`src/rtl/sweep_pkg.sv`:
```
// Shared definitions for the truth-table sweeper: state encoding, default
// sizing and a helper giving the number of busy cycles in one sweep.
package sweep_pkg;

   localparam int DEF_N_IN   = 4;
   localparam int DEF_SETTLE = 2;

   localparam logic [1:0] ST_IDLE  = 2'd0;
   localparam logic [1:0] ST_APPLY = 2'd1;
   localparam logic [1:0] ST_DONE  = 2'd2;

   typedef enum logic [1:0] {
      S_IDLE  = ST_IDLE,
      S_APPLY = ST_APPLY,
      S_DONE  = ST_DONE
   } sweep_state_t;

   // Busy cycles for one full sweep: every vector is held settle+1 cycles.
   function automatic int sweep_len(input int n_in, input int settle);
      return (2 ** n_in) * (settle + 1);
   endfunction

endpackage

```
`src/rtl/settle_timer.sv`:
```
// Per-vector hold timer. Sits at SETTLE while loaded, counts down while the
// sweep runs, and flags expire in the cycle where the FUT output is captured.
module settle_timer
   import sweep_pkg::*;
#(
   parameter int SETTLE = DEF_SETTLE
) (
   input  logic i_clk,
   input  logic i_rst,
   input  logic i_load,
   input  logic i_run,
   output logic o_expire
);

   localparam logic [3:0] LOAD_VAL = 4'(SETTLE);

   logic [3:0] r_cnt;

   // Reload on every vector advance (and whenever idle), otherwise count down to zero.
   always_ff @(posedge i_clk) begin
      if (i_rst) begin
         r_cnt <= LOAD_VAL;
      end else if (i_load) begin
         r_cnt <= LOAD_VAL;
      end else if (i_run && (r_cnt != 4'd0)) begin
         r_cnt <= r_cnt - 4'd1;
      end
   end

   assign o_expire = i_run && (r_cnt == 4'd0);

endmodule

```
`src/rtl/truth_table_sweeper.sv`:
```
// Truth-table sweeper: walks an N_IN-input combinational block through all
// input vectors in ascending order, captures its output per vector and
// compares the captured table against a golden mask.
//
// state | meaning
// IDLE  | waiting for start; vec_out parked at 0, results held
// APPLY | vector idx driven, settle timer running, capture on expire
// DONE  | one-cycle done pulse, pass/mismatch_cnt final
module truth_table_sweeper
   import sweep_pkg::*;
#(
   parameter int N_IN   = DEF_N_IN,
   parameter int SETTLE = DEF_SETTLE
) (
   input  logic                 i_clk,
   input  logic                 i_rst,
   input  logic                 i_start,
   input  logic                 i_abort,
   input  logic [2**N_IN-1:0]   i_expected,
   output logic [N_IN-1:0]      o_vec_out,
   input  logic                 i_f_in,
   output logic                 o_busy,
   output logic                 o_done,
   output logic [2**N_IN-1:0]   o_table_out,
   output logic [N_IN:0]        o_mismatch_cnt,
   output logic                 o_pass
);

   localparam int N_VEC = 2 ** N_IN;

   sweep_state_t       r_state;
   logic [N_IN-1:0]    r_idx;
   logic [N_VEC-1:0]   r_table;
   logic [N_IN:0]      r_mis;
   logic               r_busy;
   logic               r_done;
   logic               r_pass;

   logic               w_run;
   logic               w_expire;
   logic               w_timer_load;
   logic               w_last;
   logic               w_diff;
   logic [N_IN:0]      w_mis_next;

   assign w_run        = (r_state == S_APPLY);
   assign w_timer_load = !w_run || w_expire;
   assign w_last       = &r_idx;
   assign w_diff       = i_f_in ^ i_expected[r_idx];
   assign w_mis_next   = r_mis + {{N_IN{1'b0}}, w_diff};

   settle_timer #(
      .SETTLE (SETTLE)
   ) u_settle_timer (
      .i_clk    (i_clk),
      .i_rst    (i_rst),
      .i_load   (w_timer_load),
      .i_run    (w_run),
      .o_expire (w_expire)
   );

   // Sweep sequencing, per-vector capture and running mismatch count.
   always_ff @(posedge i_clk) begin
      if (i_rst) begin
         r_state <= S_IDLE;
         r_idx   <= '0;
         r_table <= '0;
         r_mis   <= '0;
         r_busy  <= 1'b0;
         r_done  <= 1'b0;
         r_pass  <= 1'b0;
      end else begin
         r_done <= 1'b0;
         case (r_state)
            S_IDLE: begin
               if (i_start) begin
                  r_state <= S_APPLY;
                  r_busy  <= 1'b1;
                  r_idx   <= '0;
                  r_table <= '0;
                  r_mis   <= '0;
                  r_pass  <= 1'b0;
               end
            end
            S_APPLY: begin
               if (i_abort) begin
                  // Partial results stay visible; pass remains low.
                  r_state <= S_IDLE;
                  r_busy  <= 1'b0;
                  r_idx   <= '0;
               end else if (w_expire) begin
                  r_table[r_idx] <= i_f_in;
                  r_mis          <= w_mis_next;
                  if (w_last) begin
                     r_state <= S_DONE;
                     r_busy  <= 1'b0;
                     r_done  <= 1'b1;
                     r_idx   <= '0;
                     r_pass  <= (w_mis_next == '0);
                  end else begin
                     r_idx <= r_idx + N_IN'(1);
                  end
               end
            end
            S_DONE: begin
               r_state <= S_IDLE;
            end
            default: begin
               r_state <= S_IDLE;
            end
         endcase
      end
   end

   assign o_vec_out      = r_idx;
   assign o_busy         = r_busy;
   assign o_done         = r_done;
   assign o_table_out    = r_table;
   assign o_mismatch_cnt = r_mis;
   assign o_pass         = r_pass;

endmodule
```
`config.mk`:
```
export PLATFORM = sky130hd
export DESIGN_NAME = truth_table_sweeper
export DESIGN_NICKNAME = d
export VERILOG_FILES = /design/src/rtl/sweep_pkg.sv /design/src/rtl/settle_timer.sv /design/src/rtl/truth_table_sweeper.sv
export SDC_FILE = /design/constraint.sdc
export NUM_CORES = 1
export LEC_CHECK = 0
export CAP_MARGIN = 20
export CORE_MARGIN = 2
export CORE_UTILIZATION = 52
export CTS_CLUSTER_SIZE = 40
export DETAILED_ROUTE_END_ITERATION = 10
export PLACE_DENSITY = 0.85
export SYNTH_ARGS = -nofsm -noshare
export SYNTH_HDL_FRONTEND = slang
export SYNTH_SLANG_ARGS = --single-unit
```
`constraint.sdc`:
```
create_clock -name i_clk -period 5.3 [get_ports i_clk]
set_input_delay 1.06 -clock i_clk [delete_from_list [all_inputs] [get_ports i_clk]]
set_output_delay 1.06 -clock i_clk [all_outputs]
set_load 0.02 [all_outputs]
```
# --- Yosys cells after proc, flatten, opt, wreduce, memory -nomap -nowiden ---
# Index checks and enable logic that the tools add are counted.
totals:
  ff_bits: 34
  input_bits: 21
  out_inout_bits: 28
  word_cells: 75
classes:
  addsub: 3
  magnitude_cmp: 2
  eq_ne: 7
  muxes: 34
  bitwise_logic: 3
  reduce_logical: 18
op_table:
  columns: ["op", "n"]
  rows:
  - ["2-to-1 mux 16 bit", 3]
  - ["case mux 16 bit (2 select lines)", 1]
  - ["bitwise mux 16 bit", 1]
  - ["2-to-1 mux 4 bit", 4]
  - ["2-to-1 mux 5 bit", 3]
  - ["AND reduction 4 bit", 3]
  - ["2-to-1 mux 1 bit", 11]
  - ["case mux 5 bit (2 select lines)", 1]
  - ["2-to-1 mux 2 bit", 4]
  - ["inequality test 2 bit (second input constant)", 4]
  - ["case mux 4 bit (2 select lines)", 1]
  - ["inequality test 3 bit (second input constant)", 2]
  - ["AND reduction 3 bit", 2]
  - ["adder 5 x 1 -> 5 bit", 1]
  - ["logical NOT 5 bit", 1]
  - ["< comparator 4 x 5 -> 1 bit (second input constant)", 1]
  - ["AND reduction 5 bit", 1]
  - ["adder 4 x 1 -> 4 bit (second input constant)", 1]
  - ["binary-select mux 1 bit (select 4 bit)", 1]
  - ["demux 1 bit (select 4 bit)", 1]
  - [">= comparator 4 x 1 -> 1 bit (second input constant)", 1]
  - ["logical NOT 4 bit", 1]
  - ["case mux 1 bit (2 select lines)", 2]
  - ["case mux 2 bit (2 select lines)", 1]
  - ["12 further kinds", 15]

# --- Logic depth before layout (Yosys ltp) ---
# Gate-level depths: netlist of the first run.
depth:
  ltp_word: 9
  mapped_depth: 10
  depth_no_buf: 9

# --- Modules after synthesis ---
# From an unflattened synthesis of the first run, not the netlist that was laid out.
unflattened:
  hier_cells: 217
  area_unflattened_um2: 1830.5
modules_own_cells:
  columns: ["mod", "instances", "cells_each", "area_each_um2"]
  rows:
  - ["truth_table_sweeper", 1, 193, 1611.5]
  - ["settle_timer", 1, 24, 219.0]

# --- Least setup slack after synthesis of the first run ---
# OpenSTA, ideal clock, no wires.
synth_path:
  kind: "in2reg"
  startpoint: "input port i_expected[11]"
  endpoint: "register r_pass (netlist: o_pass)"
  arrival_ps: 3215
  t_required_ps: 5199
  slack_ps: 1984
  cell_stages: 8
  path_buffers: 0
  cell_sequence: "mux4_1 > mux4_2 > xor2_1 > ha_1 > ha_1 > nor4_1 > nand3_1 > o41ai_1"
synth_between:
  elab_chain_cells: 9
synth_rtl:
  columns: ["element", "line_no", "text"]
  rows:
  - ["start, declared", "truth_table_sweeper.sv:19", "input logic [2**N_IN-1:0] i_expected,"]
  - ["binary-select mux 1 bit (select 4 bit)", "truth_table_sweeper.sv:49", "assign w_diff = i_f_in ^ i_expected[r_idx];"]
  - ["2-to-1 mux 1 bit (implied by the code)", "truth_table_sweeper.sv:49", null]
  - ["bitwise XOR 1 bit", "truth_table_sweeper.sv:49", null]
  - ["adder 5 x 1 -> 5 bit", "truth_table_sweeper.sv:50", "assign w_mis_next = r_mis + {{N_IN{1'b0}}, w_diff};"]
  - ["logical NOT 5 bit", "truth_table_sweeper.sv:99", "r_pass <= (w_mis_next == '0);"]
  - ["2-to-1 mux 1 bit", "truth_table_sweeper.sv:94", "if (w_last) begin"]
  - ["2-to-1 mux 1 bit", "truth_table_sweeper.sv:91", "end else if (w_expire) begin"]
  - ["2-to-1 mux 1 bit", "truth_table_sweeper.sv:86", "if (i_abort) begin"]
  - ["case mux 1 bit (2 select lines)", "truth_table_sweeper.sv:74", "case (r_state)"]
  - ["end signal, assigned", "truth_table_sweeper.sv:99", null]
  - ["end, declared", "truth_table_sweeper.sv:37", "logic r_pass;"]
# No other way between the ends. The select of a mux whose other input is x is not followed.
# A chain may end at the register's enable or synchronous reset.

# --- Worst setup path after layout of the first run ---
layout_path:
  startpoint: "input port i_expected[3]"
  endpoint: "register r_pass (netlist: o_pass)"
# Same word-level chain as after synthesis.

==> PnR_summary.wiki, run 1 <==
{| class="wikitable"
! Metric !! Value
|-
| Total vias in the final route || 1,759
|-
| Post-synth net total || 243
|-
| Port Buf Inserts || 48
|-
| Clock tree root buffer cell || sky130_fd_sc_hd__clkbuf_4
|-
| Area of all sequential standard cells || 681 µm²
|-
| Data required, critical path || 5.53 ns
|-
| Relative area change from synthesis to final layout || 27.3%
|-
| Synth warnings || 0
|-
| Vias per Instance || 5.94
|-
| Run status || finished clean
|-
| Gate count after technology mapping || 215
|-
| Max VDD drop || 0.172 mV
|-
| Top-area cell type share of the netlist area || 0.369
|-
| Number of setup violations in the final report || 0
|-
| Endpoint type of the worst setup path || register
|-
| Tot GR Track Use || 0.229
|-
| Static Leak || 0.779 nW
|-
| Primary FF master, synth || sky130_fd_sc_hd__dfxtp_1
|-
| Vert. Die Dim || 63.6 µm
|-
| Slowest-stage cell, CP || sky130_fd_sc_hd__mux4_1
|-
| Final net count || 278
|-
| Power Density || 191 nW/µm²
|-
| Layout Skew || 0.00638 ns
|-
| Cell Area, Synth || 1840 µm²
|-
| Via count of the first global-routing pass || 1,628
|-
| Area leader, netlist || sky130_fd_sc_hd__dfxtp_1
|-
| Average wire per cell in the routed design || 14.7 µm
|-
| CTS tree || done
|-
| Final global-route overflow total || 0
|-
| Number of H-tree levels || 2
|-
| Clock Latency Late Sink || 0.32 ns
|-
| Path type of the worst setup path || input pin to register
|-
| Total CTS buffers || 5
|-
| Data arrival at the endpoint of the critical path || 3.79 ns
|-
| Number of design rule violations left after detail routing || 0
|-
| Die Area || 4040 µm²
|-
| HP Class || register to register
|-
| Hold violation count in the final report || 0
|-
| Count of boundary I/O pins || 49
|-
| Total core area || 3360 µm²
|-
| Number of cell rows || 21
|-
| Number of iterations in the first detailed-routing pass || 4
|-
| Count of flip-flops with a built-in enable after synthesis || 0
|-
| Weighted congestion reported at the end of routability-driven placement || 0.829
|-
| Horiz. Die Dim || 63.6 µm
|-
| Number of antenna violations at the first check in global routing || 0
|-
| First-pass GRT wire length || 7.51 mm
|-
| Time the final worst path needs with I/O delays and setup || 3.56 ns
|-
| Fraction of layout instances using a drive strength above 1 || 0.0640
|-
| Synth Register Bits || 34
|-
| Total negative slack || 0 ns
|-
| Final wirelength || 4.35 mm
|-
| # clock sinks || 34
|-
| # Post-CTS Setup Buffers || 0
|-
| Most frequent cells in the layout || 48 x sky130_fd_sc_hd__clkdlybuf4s50_1, 34 x sky130_fd_sc_hd__dfxtp_1, 28 x sky130_fd_sc_hd__a21oi_1
|-
| Number of max-slew violations in the final report || 0
|-
| Top cells by area in the synthesized netlist || sky130_fd_sc_hd__dfxtp_1 37%, sky130_fd_sc_hd__a21oi_1 7.6%, sky130_fd_sc_hd__o21ai_0 6.8%
|-
| Number of antenna-violating nets in the routed design || 0
|-
| Final Worst Setup Slack || 1.74 ns
|-
| Worst setup slack before clock tree synthesis || 1.43 ns
|-
| Cells along the critical path || clkdlybuf4s50_1 > mux4_1 > mux4_2 > xor2_1 > ha_1 > ha_1 > nor4_1 > nand3_1 > o41ai_1
|-
| Count of unique library cells instantiated by Yosys || 35
|-
| Iter 0 DRT Violations || 156
|-
| Max Cap Violations || 0
|-
| Estimated wirelength of the detail-placed design || 3.01 mm
|-
| Average size of a mapped cell || 8.58 µm²
|-
| Share of async-settable or async-resettable flops after synthesis || 0
|-
| Critical path launch point type || input pin
|-
| Delay contributed by the slowest stage of the critical path || 0.50 ns
|-
| Final worst path period share || 0.671
|-
| Unrepaired setup endpoints after global routing || false
|-
| Fmax || 281 MHz
|-
| Max-slew headroom || 0.308
|-
| Multi-input logic area || 1050 µm²
|-
| Resize count post-CTS || 0
|-
| Share of the yosys chip area belonging to registers || 0.369
|-
| Largest buffer count on any clock path || 2
|-
| Hold Buf Count CTS || 0
|-
| Clock transition at the registers of the reported paths || 0.09 ns
|-
| Worst path most repeated cell || sky130_fd_sc_hd__ha_1
|-
| Commonest non-fill, non-tap cell in the layout || sky130_fd_sc_hd__clkdlybuf4s50_1
|-
| Antenna fix cells || 0
|-
| Transition time at the pin with the least slew margin || 1.04 ns
|-
| Pin count of the biggest net entering global routing || 34
|-
| Crit path max fanout || 2
|-
| Effective utilization at floorplan || 0.548
|-
| Total of fill cells in the finished design || 299
|}
==> Yosys cell counts, types with 5 or more instances <==
cell                       number
sky130_fd_sc_hd__nor2_1         7
sky130_fd_sc_hd__clkbuf_1      15
sky130_fd_sc_hd__ha_1           7
sky130_fd_sc_hd__a31oi_1       16
sky130_fd_sc_hd__nand4_1       16
sky130_fd_sc_hd__nand2_1        9
sky130_fd_sc_hd__a21oi_1       28
sky130_fd_sc_hd__nor4_1         5
sky130_fd_sc_hd__dfxtp_1       34
sky130_fd_sc_hd__o21ai_0       25
==> kinds of logic (layout without fill, tap and decap cells) <==
group / Yosys count / after routing / share of synthesized area
buf+inv: 26 / 61 / 0.0597
simple gates: 61 / 61 / 0.197
compound gates: 75 / 75 / 0.226
flops: 34 / 34 / 0.369
fa+ha+maj: 7 / 7 / 0.0475
xor+xnor: 7 / 7 / 0.0332
mux: 5 / 5 / 0.0672
==> stage by stage <==
step	cells	utilization	hold WS, ns	instance area [µm²]	total power [mW]
after floorplan	215	-	0.413	1840	0.300
after global placement	289	0.685	0.424	2300	0.323
after detailed placement	289	0.685	0.433	2300	0.324
after CTS	296	0.698	0.451	2350	0.449
after global routing	296	0.698	0.468	2350	0.471
final	296	0.698	0.452	2350	0.448
==> power by group <==
part / switching, mW / internal, mW
combinational: 0.0310 / 0.0282
sequential: 0.00179 / 0.258
clock: 0.0790 / 0.0500
total: 0.112 / 0.336
==> layer usage <==
| metal | up-vias | global-route usage | wire length, µm |
|---|---|---|---|
| met2 | 48 | 0.396 | 2230 |
| met3 | 4 | 0.0679 | 184 |
| met1 | 827 | 0.281 | 1910 |
| met5 | - | 0 | 0 |
| li1 | 880 | - | - |
| met4 | 0 | 0.0489 | 30 |
==> worst max-delay path: cells and delay by family <==
| family | cells | cell delay (ns) |
|---|---|---|
| muxes | 2 | 0.97 |
| adders and majority gates | 2 | 0.51 |
| and+or+nand+nor | 2 | 0.40 |
| buffers and inverters | 1 | 0.39 |
| AOI/OAI and AO/OA | 1 | 0.29 |
| xor gates and xnor gates | 1 | 0.16 |
==> worst paths after layout <==
kind,startpoint,endpoint,slack (ns),cells after the start
worst max-delay path,i_expected[3],o_pass$_SDFFE_PP0P_,1.74,9
worst max register to register,o_vec_out[1]$_SDFFE_PP0P_,o_pass$_SDFFE_PP0P_,2.17,8
worst min-delay path,u_settle_timer.r_cnt[0]$_SDFFE_PP0P_,u_settle_timer.r_cnt[0]$_SDFFE_PP0P_,0.45,1
worst min register to register,u_settle_timer.r_cnt[0]$_SDFFE_PP0P_,u_settle_timer.r_cnt[0]$_SDFFE_PP0P_,0.45,1
==> final cells by class <==
type	instances	share of cell area
tap	46	0.0245
clock buffer	7	0.0192
timing repair buffer	50	0.211
multi-input combinational	155	0.449
sequential	34	0.290
inverter	4	0.00640
==> registers in the layout, summed over array words and instances, names as in the netlist <==
register,count
o_busy,1
o_table_out,16
o_mismatch_cnt,5
o_pass,1
o_done,1
r_state,2
u_settle_timer.r_cnt,4
o_vec_out,4
Power figures use the tool's default switching activity.
==> run 2, diff against run 1 <==
Settings changed: CORE_UTILIZATION 52 to 43, PLACE_DENSITY 0.85 to 0.75.
Clock period 5.3 ns to 3.22 ns, I/O delays scaled along.
==> PnR_summary.wiki, run 2 (synthesis gave the netlist of run 1 again) <==
{| class="wikitable"
! Metric !! Value
|-
| Number of design rule violations left after detail routing || 0 (unchanged)
|-
| First-pass GRT wire length || 8.07 mm (+7.4%)
|-
| # clock sinks || 34 (unchanged)
|-
| Combinational share of power || 0.108 (-0.024)
|-
| CTS tree || done
|-
| Path type of the worst setup path || input pin to register
|-
| Die Area || 4830 µm² (+20%)
|-
| Data required, critical path || 3.41 ns (-2.12 ns)
|-
| Number of max-slew violations in the final report || 0 (unchanged)
|-
| Largest buffer count on any clock path || 2 (unchanged)
|-
| Max FFs per register || 16 (unchanged)
|-
| Worst setup slack before clock tree synthesis || -0.284 ns (-1.71 ns)
|-
| Final Worst Setup Slack || 0.192 ns (-1.55 ns)
|-
| Average wire per cell in the routed design || 15.2 µm (+3.6%)
|-
| Met3 Track Usage GR || 0.0451 (-0.0228)
|-
| Placement Cell Area || 2340 µm² (+1.5%)
|-
| Max Cap Violations || 0 (unchanged)
|-
| Antenna fix cells || 0 (unchanged)
|-
| Count of boundary I/O pins || 49 (unchanged)
|-
| Clock Latency Late Sink || 0.29 ns (-0.03 ns)
|-
| Weighted congestion reported at the end of routability-driven placement || 0.851 (+2.7%)
|-
| Final net count || 282 (+1.4%)
|-
| Port Buf Inserts || 48 (unchanged)
|-
| Number of antenna violations at the first check in global routing || 0 (unchanged)
|-
| Pin count of the biggest net entering global routing || 24 (-29%)
|-
| Final wirelength || 4.64 mm (+6.7%)
|-
| Number of antenna-violating nets in the routed design || 0 (unchanged)
|-
| Final worst path period share || 0.940
|-
| Global Route met1 Usage || 0.265 (-0.0163)
|-
| Number of iterations in the first detailed-routing pass || 4 (unchanged)
|-
| Total core area || 4060 µm² (+21%)
|-
| Design Power || 0.930 mW (+110%)
|-
| Post-route cell area || 2460 µm² (+5.0%)
|-
| Max-slew headroom || 0.381 (+0.0734)
|-
| Max VDD drop || 0.338 mV (+96%)
|-
| Transition time at the pin with the least slew margin || 0.925 ns (-0.111 ns)
|-
| Run status || finished clean
|-
| Layout Skew || 0.00519 ns (-0.00120 ns)
|-
| Total CTS buffers || 5 (unchanged)
|-
| Total of fill cells in the finished design || 347 (+16%)
|-
| Crit path max fanout || 2 (unchanged)
|-
| Fmax || 330 MHz
|-
| Unrepaired setup endpoints after global routing || false
|-
| Endpoint type of the worst setup path || register
|-
| Commonest non-fill, non-tap cell in the layout || sky130_fd_sc_hd__clkdlybuf4s50_1
|-
| Estimated wirelength of the detail-placed design || 3.18 mm (+5.6%)
|-
| Fraction of layout instances using a drive strength above 1 || 0.0980 (+0.0340)
|-
| Most frequent cells in the layout || 48 x sky130_fd_sc_hd__clkdlybuf4s50_1, 34 x sky130_fd_sc_hd__dfxtp_1, 28 x sky130_fd_sc_hd__a21oi_1
|-
| Iter 0 DRT Violations || 179 (+15%)
|-
| Hold violation count in the final report || 0 (unchanged)
|-
| Power Density || 377 nW/µm² (+98%)
|-
| Relative area change from synthesis to final layout || 33.6%
|-
| Total vias in the final route || 1,787 (+1.6%)
|-
| Sw Share || 0.246 (-0.00391)
|-
| # placed instances || 297 (+2.8%)
|-
| Routing layer with the top usage in global route || met2
|-
| Tot GR Track Use || 0.201 (-0.0278)
|-
| Time the final worst path needs with I/O delays and setup || 3.03 ns
|-
| Number of cell rows || 23 (+9.5%)
|-
| Met2 capacity usage during global routing || 0.328 (-0.0681)
|-
| Number of H-tree levels || 2 (unchanged)
|-
| Vias per Instance || 5.86 (-1.4%)
|-
| Horiz. Die Dim || 69.5 µm (+9.3%)
|-
| Data arrival at the endpoint of the critical path || 3.22 ns (-0.57 ns)
|-
| Cell-internal power || 0.702 mW (+110%)
|-
| Final global-route overflow total || 0 (unchanged)
|-
| Final cell count without fillers || 305 (+3.0%)
|-
| Via count of the first global-routing pass || 1,715 (+5.3%)
|-
| Vert. Die Dim || 69.5 µm (+9.3%)
|-
| Static Leak || 0.833 nW (+6.9%)
|-
| Clock transition at the registers of the reported paths || 0.08 ns (about the same)
|-
| Effective utilization at floorplan || 0.455 (-0.0938)
|-
| Portion of total power attributed to sequential cells || 0.459 (-0.121)
|-
| Clock tree root buffer cell || sky130_fd_sc_hd__clkbuf_8
|-
| Sw Pwr || 0.229 mW (+100%)
|-
| # Post-CTS Setup Buffers || 0 (unchanged)
|-
| Total negative slack || 0 ns (unchanged)
|-
| HP Class || register to register
|-
| Clock power share || 0.433 (+0.145)
|-
| Number of setup violations in the final report || 0 (unchanged)
|-
| Critical path launch point type || input pin
|}
run 2: cell types whose count changed in the layout (fill, tap and decap cells not counted), moves of 2 or more:
cell                         before  now
sky130_fd_sc_hd__buf_4            2    6
sky130_fd_sc_hd__clkbuf_4         5    0
sky130_fd_sc_hd__clkinvlp_4       0    2
sky130_fd_sc_hd__clkbuf_8         0    5
sky130_fd_sc_hd__clkbuf_1         2    0
run 2: final cells by class:
cell class              instances  area [µm²]  area share
clock inverters                 3        45.0      0.0183
inverters                       4        15.0     0.00609
well taps                      50        62.6      0.0254
clock buffers                   5        68.8      0.0279
flip-flops and latches         34         681       0.276
multi-input cells             155        1070       0.433
repair buffers                 54         526       0.213
run 2: final timing paths:
check             cells after the start  slack, ns                                  from                              endpoint
hold reg to reg                       1       0.45  u_settle_timer.r_cnt[0]$_SDFFE_PP0P_  u_settle_timer.r_cnt[0]$_SDFFE_PP0P_
setup reg to reg                      8       0.38             o_vec_out[1]$_SDFFE_PP0P_                   o_pass$_SDFFE_PP0P_
setup / recovery                      9       0.19                         i_expected[2]                   o_pass$_SDFFE_PP0P_
hold / removal                        1       0.45  u_settle_timer.r_cnt[0]$_SDFFE_PP0P_  u_settle_timer.r_cnt[0]$_SDFFE_PP0P_
run 2: what timing repair did:
action | 4_1_cts | 5_1_grt
endpoints found under the setup margin | 0 | 1
hold buffers | 0 | 0
gates resized for setup | 0 | 2
run 2: routing by layer:
metal,vias to the layer above,routed length (µm)
met5,-,0
met2,46,2240
met4,0,39
li1,885,-
met1,852,2170
met3,4,198
run 2: worst max-delay path, cell delays in order:
cell	delay, ns
sky130_fd_sc_hd__clkdlybuf4s50_1	0.40
sky130_fd_sc_hd__mux4_1	0.50
sky130_fd_sc_hd__mux4_2	0.47
sky130_fd_sc_hd__xor2_1	0.15
sky130_fd_sc_hd__ha_1	0.19
sky130_fd_sc_hd__ha_1	0.30
sky130_fd_sc_hd__nor4_2	0.24
sky130_fd_sc_hd__nand3_1	0.11
sky130_fd_sc_hd__o41ai_2	0.21
run 2: power by group through the flow:
stage                     Combinational [mW]  Clock, mW  Sequential, mW
after floorplan                       0.0552          0           0.438
after detailed placement              0.0980          0           0.437
final                                  0.100      0.403           0.427
after global routing                   0.110      0.425           0.428
after global placement                0.0966          0           0.437
after CTS                             0.0985      0.405           0.427
run 2: per-stage QoR:
| stage | util | hold slack, ns |
|---|---|---|
| after global placement | 0.576 | 0.427 |
| after floorplan | - | 0.413 |
| after CTS | 0.604 | 0.454 |
| final | 0.607 | 0.455 |
| after global routing | 0.607 | 0.479 |
| after detailed placement | 0.576 | 0.441 |
